<file path="src/rtl/diff_scan.sv">
// Streams every differing bit position of two operands, one index per beat, LSB- or MSB-first.
// Latency: operands accepted at edge k, first beat valid after edge k; one beat per cycle when out_ready holds.
// Backpressure: out_ready low stalls the scan with idx/last/eq/count held; in_ready is low for the whole scan.
module diff_scan #(
   parameter int WIDTH = 32,
   parameter int IDX_W = 5,
   parameter int CNT_W = 6
) (
   input  logic             clk,
   input  logic             rst_n,
   input  logic             in_valid,
   output logic             in_ready,
   input  logic [WIDTH-1:0] a,
   input  logic [WIDTH-1:0] b,
   input  logic             msb_first,
   output logic             out_valid,
   input  logic             out_ready,
   output logic [IDX_W-1:0] out_idx,
   output logic             out_last,
   output logic             eq,
   output logic [CNT_W-1:0] diff_count,
   output logic             busy
);

   typedef enum logic {
      IDLE = 1'b0,
      SCAN = 1'b1
   } state_t;

   state_t state_q, state_d;

   // Scan-side registers: remaining differing bits, scan order, and the per-transaction summary.
   logic [WIDTH-1:0] mask_q;
   logic             mode_q;
   logic             eq_q;
   logic [CNT_W-1:0] cnt_q;

   // Operand-side combinational values; these only ever feed registers.
   logic [WIDTH-1:0] diff_w;
   logic [CNT_W-1:0] pop_w;

   // Encoder results on the registered mask.
   logic [IDX_W-1:0] lo_idx;
   logic [IDX_W-1:0] hi_idx;
   logic [IDX_W-1:0] sel_idx;
   logic             one_hot;
   logic             mask_zero;

   logic             accept;
   logic             beat_done;
   logic             last_beat;

   assign accept    = in_valid & in_ready;
   assign beat_done = out_valid & out_ready;

   // State register; synchronous reset returns to IDLE and abandons any scan in flight.
   always_ff @(posedge clk) begin
      if (!rst_n) begin
         state_q <= IDLE;
      end else begin
         state_q <= state_d;
      end
   end

   // Next-state: accept moves to SCAN, completion of the last beat returns to IDLE.
   always_comb begin
      state_d = state_q;
      case (state_q)
         IDLE: begin
            if (accept) begin
               state_d = SCAN;
            end
         end
         SCAN: begin
            if (beat_done && last_beat) begin
               state_d = IDLE;
            end
         end
         default: begin
            state_d = IDLE;
         end
      endcase
   end

   // XOR mask of the incoming operands and its population count.
   always_comb begin
      diff_w = a ^ b;
      pop_w  = '0;
      for (int i = 0; i < WIDTH; i++) begin
         pop_w = pop_w + CNT_W'(diff_w[i]);
      end
   end

   // Lowest and highest set bit of the remaining mask; both read 0 when the mask is empty.
   always_comb begin
      lo_idx = '0;
      hi_idx = '0;
      for (int i = WIDTH - 1; i >= 0; i--) begin
         if (mask_q[i]) begin
            lo_idx = IDX_W'(i);
         end
      end
      for (int i = 0; i < WIDTH; i++) begin
         if (mask_q[i]) begin
            hi_idx = IDX_W'(i);
         end
      end
   end

   // Last beat is either the single bit left, or the lone beat of an equal transaction.
   always_comb begin
      mask_zero = (mask_q == '0);
      one_hot   = !mask_zero && ((mask_q & (mask_q - WIDTH'(1))) == '0);
      sel_idx   = mode_q ? hi_idx : lo_idx;
      last_beat = mask_zero || one_hot;
   end

   // Mask/summary registers: load on accept, clear the reported bit on each completed beat.
   always_ff @(posedge clk) begin
      if (!rst_n) begin
         mask_q <= '0;
         mode_q <= 1'b0;
         eq_q   <= 1'b0;
         cnt_q  <= '0;
      end else if (accept) begin
         mask_q <= diff_w;
         mode_q <= msb_first;
         eq_q   <= (a == b);
         cnt_q  <= pop_w;
      end else if (beat_done) begin
         mask_q <= mask_q & ~(WIDTH'(1) << sel_idx);
      end
   end

   // Outputs come from state and registered mask only; idx/last are forced to 0 outside SCAN.
   always_comb begin
      in_ready   = rst_n && (state_q == IDLE);
      busy       = (state_q == SCAN);
      out_valid  = (state_q == SCAN);
      out_idx    = '0;
      out_last   = 1'b0;
      eq         = eq_q;
      diff_count = cnt_q;
      if (state_q == SCAN) begin
         out_idx  = sel_idx;
         out_last = last_beat;
      end
   end

endmodule

</file>
<file path="config.mk">
export PLATFORM = sky130hd
export DESIGN_NAME = diff_scan
export DESIGN_NICKNAME = d
export VERILOG_FILES = /design/src/rtl/diff_scan.sv
export SDC_FILE = /design/constraint.sdc
export NUM_CORES = 1
export LEC_CHECK = 0
export ABC_AREA = 1
export BUFFER_PORTS_ARGS = -buffer_cell sky130_fd_sc_hd__buf_4
export CAP_MARGIN = 0
export CORE_MARGIN = 2
export CORE_UTILIZATION = 25
export CTS_CLUSTER_SIZE = 12
export DETAILED_ROUTE_END_ITERATION = 6
export SLEW_MARGIN = 20
export SYNTH_ARGS = -nofsm -noshare
export SYNTH_HDL_FRONTEND = slang
export SYNTH_SLANG_ARGS = --single-unit
</file>
<file path="constraint.sdc">
create_clock -name clk -period 18.15 [get_ports clk]
set_clock_uncertainty 0.05 [all_clocks]
set_input_delay 3.63 -clock clk [delete_from_list [all_inputs] [get_ports clk]]
set_output_delay 3.63 -clock clk [all_outputs]
set_load 0.03 [all_outputs]
</file>
-- Yosys cells after proc, flatten, opt, wreduce, memory -nomap -nowiden
Index checks and enable logic that the tools add are counted.
- input port bits: 69
- bits in registers: 41
- shifts and indexed selects: 1
- bitwise operators: 7
- eq/ne operators: 1
- mux-type cells: 71
- reductions and logical operators: 8
- add/subtract/negate cells: 32
- operators with widths (cell ; number):
    two-way mux 5 bit ; 64
    adder 6 x 1 -> 6 bit ; 26
    AND 32 bit ; 2
    logical NOT 32 bit ; 2
    two-way mux 32 bit ; 2
    equality test 32 bit ; 1
    inverter 32 bit ; 1
    left shift 1 x 5 -> 32 bit (first input constant) ; 1
    subtractor 32 x 1 -> 32 bit (second input constant) ; 1
    bitwise XOR 32 bit ; 1
    adder 5 x 1 -> 6 bit ; 1
    adder 4 x 1 -> 5 bit ; 1
    adder 3 x 1 -> 4 bit ; 1
    two-way mux 1 bit ; 4
    adder 2 x 1 -> 3 bit ; 1
    logical AND 1 bit ; 3
    adder 1 x 1 -> 2 bit ; 1
    AND 1 bit ; 2
    one-hot mux 1 bit (2 select lines) ; 1
    nonzero test 2 bit ; 1
    logical NOT 1 bit ; 1
    logical OR 1 bit ; 1
    inverter 1 bit ; 1

-- Longest topological paths before layout
- depth in word-level cells: 38
- mapped depth: 37
- gate-level depth less buffers: 37

-- Worst setup path before layout
OpenSTA, ideal clock, no wires.
- path kind: input-to-reg
- start point: input b[25]
- end point: register cnt_q[4], in the netlist diff_count[4]
- slack: 9938 ps
- buffers on the path: 0
- stages on the path: 17
- data arrival time: 8076 ps
- setup time: 86 ps
- required time: 18014 ps
- cell sequence: xor2_1 -> fa_1 -> fa_1 -> inv_1 -> fa_1 -> fa_1 -> inv_1 -> fa_1 -> fa_1 -> ha_1 -> inv_1 -> fa_1 -> nor2_1 -> a211oi_1 -> nor2_1 -> a211oi_1 -> a211oi_1
- word-level cells in the longest chain between the ends: 8
- ends and longest elaborated chain (what ; RTL line ; source):
    start, declared ; 14 ; input logic [WIDTH-1:0] b,
    bitwise XOR 32 bit ; 87 ; diff_w = a ^ b;
    adder 6 x 1 -> 6 bit (7 in series) ; 90 ; pop_w = pop_w + CNT_W'(diff_w[i]);
    end signal, assigned ; 129 ; cnt_q <= pop_w;
    end, declared ; 36 ; logic [CNT_W-1:0] cnt_q;
No other way between the ends.
A chain may end at the register's enable or synchronous reset.

-- Final worst setup path
- start point: input b[27]
- end point: register cnt_q[4], in the netlist diff_count[4]
- word-level cells in the longest chain between the ends: 6
- ends and longest elaborated chain (what ; RTL line):
    bitwise XOR 32 bit ; 87
    adder 6 x 1 -> 6 bit (5 in series) ; 90
No other way between the ends.

==> impl_metrics.env <==
export IMPL_dieArea_um2=19400
export IMPL_drt_initial_drc_count=460
export IMPL_synth_seq_area_share_pct=17.9
export IMPL_cpMostUsedCell="fa_1"
export IMPL_postCtsSetupRepairBufs=0
export IMPL_avgRoutedWirePerCell_um=15.7
export IMPL_initial_core_util_pct=25.5
export IMPL_ys_ff_latch=41
export IMPL_ctsResizeCount=0
export IMPL_min_path_type="flip-flop to flip-flop"
export IMPL_cts_tree="built"
export IMPL_synth_edf_count=0
export IMPL_drive_gt1_share_pct=21.9
export IMPL_dr_pass1_iters=6
export IMPL_hold_buffers=0
export IMPL_clockRootBuffer="clkbuf_16"
export IMPL_worst_pin_slew_ps=995
export IMPL_ant_nets=0
export IMPL_grt_use_total_pct=15.3
export IMPL_setup_viol=0
export IMPL_synth_fp_nets=761
export IMPL_cts_sinks=41
export IMPL_cp_slowest_cell="fa_1"
export IMPL_core_area_um2=18000
export IMPL_rows=49
export IMPL_syn_area_um2=4580
export IMPL_vias=4622
export IMPL_synthMuxAreaShare_pct=0
export IMPL_ys_warn_count=0
export IMPL_worst_path_dominant_cell_family="adder cells"
export IMPL_drt_vias_per_instance=4.82
export IMPL_outcome="finished, final reports clean"
export IMPL_area_growth_pct=20.9
export IMPL_min_period_ps=8390
export IMPL_gp_congestion=0.890
export IMPL_avgSynthCellArea_um2=6.94
export IMPL_worstPathArrival_ps=8550
export IMPL_fin_crit_sh_pct=46.2
export IMPL_placedCellCount=953
export IMPL_vdd_ir_drop_max_uv=176
export IMPL_maxCapViolCount=0
export IMPL_ctsHtreeMaxLevel=2
export IMPL_report_final_slew_viol_count=0
export IMPL_finalHoldViolCount=0
export IMPL_async_flop_share_pct=0
export IMPL_power_uw=757
export IMPL_slew_headroom_pct=33.6
export IMPL_pwr_density_cell_nw_per_um2=137
export IMPL_final_cells=959
export IMPL_power_leakage_nw=2.47
export IMPL_critPathCaptureType="flip-flop"
export IMPL_max_freq_mhz=119
export IMPL_synth_compound_area_share_pct=18.9
export IMPL_dp_hpwl_um=12100
export IMPL_overflow=0
export IMPL_clk_latency_ps=290
export IMPL_cp_cell_sequence="buf_4 > xor2_1 > fa_1 > fa_1 > inv_1 > fa_1 > fa_1 > inv_1 > fa_1 > fa_1 > ha_1 > inv_1 > fa_1 > nor2_1 > a211oi_1 > nor2_1 > a211oi_1 > a211oi_1"
export IMPL_numPortBuffers=84
export IMPL_worstSetupPathType="input port to flip-flop"
export IMPL_drc=0
export IMPL_die_y_um=139
export IMPL_finalSetupTns_ps=0
export IMPL_io_pins=85
export IMPL_die_x_um=139
export IMPL_antenna_found_initial=0
export IMPL_diodes=0
export IMPL_grt_pass1_wl_um=23800
export IMPL_synth_flop_cell="dfxtp_1"
export IMPL_cts_buffer_depth=2
export IMPL_fill_cells=1967
export IMPL_worst_path_buf_inv=4
export IMPL_layout_commonest_cell="nand2_1"
export IMPL_layout_common_cells="133 x nand2_1, 95 x inv_1, 87 x buf_4, 44 x nor2_1, 41 x dfxtp_1"
export IMPL_drt_wl_total_um=15000
export IMPL_cp_max_fo=3
export IMPL_slowest_delay_ps=560
export IMPL_layout_nets=832
export IMPL_synth_top_family_by_area="simple AND/OR/NAND/NOR gates"
export IMPL_grt_setup_unrepaired="false"
export IMPL_yosys_area_share_simple_pct=30.0
export IMPL_synth_fa_ha_area_share_pct=12.7
export IMPL_worstPathRequired_ps=18310
export IMPL_ys_types=47
export IMPL_critPathLaunchType="input port"
export IMPL_path_clk_slew_ps=60
export IMPL_grt_max_degree=36
export IMPL_synthXorXnorAreaFrac_pct=6.31
export IMPL_numCtsBuffers=5
export IMPL_grt_pass1_vias=4528
export IMPL_synth_cells=660
-- where the power goes --
group          total [mW]  internal [mW]  leakage, nW  switching (mW)
Clock              0.0861         0.0492       0.0655          0.0368
Sequential          0.107         0.0991        0.335         0.00788
Combinational       0.564          0.219         2.07           0.344
Total               0.757          0.368         2.47           0.389
-- cells by family after synthesis --
family | count (synthesis)
buffers and inverters | 142
AOI/OAI and AO/OA | 137
adders and majority gates | 32
xor gates and xnor gates | 33
and+or+nand+nor | 275
DFF | 41
-- routing by layer --
metal  up-vias  GRT usage, %  wire length, um
met2       206          25.1             7070
met5         -             0                0
met3        31          1.72             1020
met1      2099          20.8             6510
li1       2286             -                -
met4         0          5.85              456
-- per-stage QoR --
step / hold slack, ps / cell area [um^2] / util (%) / worst slack (ps)
3_5_place_dp: 419 / 5410 / 30.1 / 9450
6_report: 424 / 5540 / 30.8 / 9760
2_1_floorplan: 511 / 4580 / - / 9940
4_1_cts: 431 / 5540 / 30.8 / 9760
5_1_grt: 459 / 5540 / 30.8 / 9570
3_3_place_gp: 408 / 5410 / 30.1 / 9570
-- flip-flops by register name (all words and copies together), names as in the netlist --
name / cells
busy: 1
eq: 1
mode_q: 1
diff_count: 6
mask_q: 32
-- path summary, 6_finish.rpt --
check                               from                    endpoint  slack (ps)  cells past startpoint
setup / recovery                   b[27]  diff_count[4]$_SDFFE_PN0P_        9760                     18
setup reg to reg  mask_q[5]$_SDFFE_PN0P_             busy$_SDFF_PN0_       15050                     20
hold reg to reg          eq$_SDFFE_PN0P_             eq$_SDFFE_PN0P_         420                      2
hold / removal           eq$_SDFFE_PN0P_             eq$_SDFFE_PN0P_         420                      2
-- final cells by class --
cell class	count	area, um^2	area share, %
clock buffer	5	125	2.26
clock inverter	1	5.00	0.0903
inverter	119	536	9.66
multi-input combinational	477	3120	56.2
sequential	41	821	14.8
tap	229	287	5.17
timing repair buffer	87	653	11.8
-- Yosys cell counts, types with 3 or more instances --
| master | count | area [um^2] |
|---|---|---|
| a211oi_1 | 4 | 30.0 |
| a21oi_1 | 33 | 165 |
| a21oi_2 | 15 | 131 |
| a31oi_1 | 3 | 18.8 |
| buf_2 | 3 | 15.0 |
| bufinv_8 | 6 | 105 |
| clkbuf_1 | 17 | 63.8 |
| dfxtp_1 | 41 | 821 |
| fa_1 | 24 | 480 |
| ha_1 | 8 | 100 |
| inv_1 | 95 | 357 |
| inv_2 | 14 | 52.6 |
| nand2_1 | 134 | 503 |
| nand2_2 | 4 | 25.0 |
| nand3_1 | 23 | 115 |
| nand4_1 | 19 | 119 |
| nand4_2 | 8 | 100 |
| nor2_1 | 44 | 165 |
| nor2_4 | 7 | 78.8 |
| nor3_1 | 20 | 100 |
| nor4_1 | 4 | 25.0 |
| o2111ai_1 | 3 | 26.3 |
| o21ai_0 | 32 | 160 |
| o21ai_1 | 5 | 25.0 |
| o21bai_1 | 18 | 135 |
| o22ai_1 | 17 | 106 |
| xnor2_1 | 17 | 149 |
| xor2_1 | 16 | 140 |
-- worst reg2reg max path, delay by kind of cell (launching register included) --
kind	cells	cell delay, ps
simple gates	11	1690
buf+inv	5	320
flops	1	330
compound gates	4	600
Note: power is estimated with default switching activity, not from simulation.
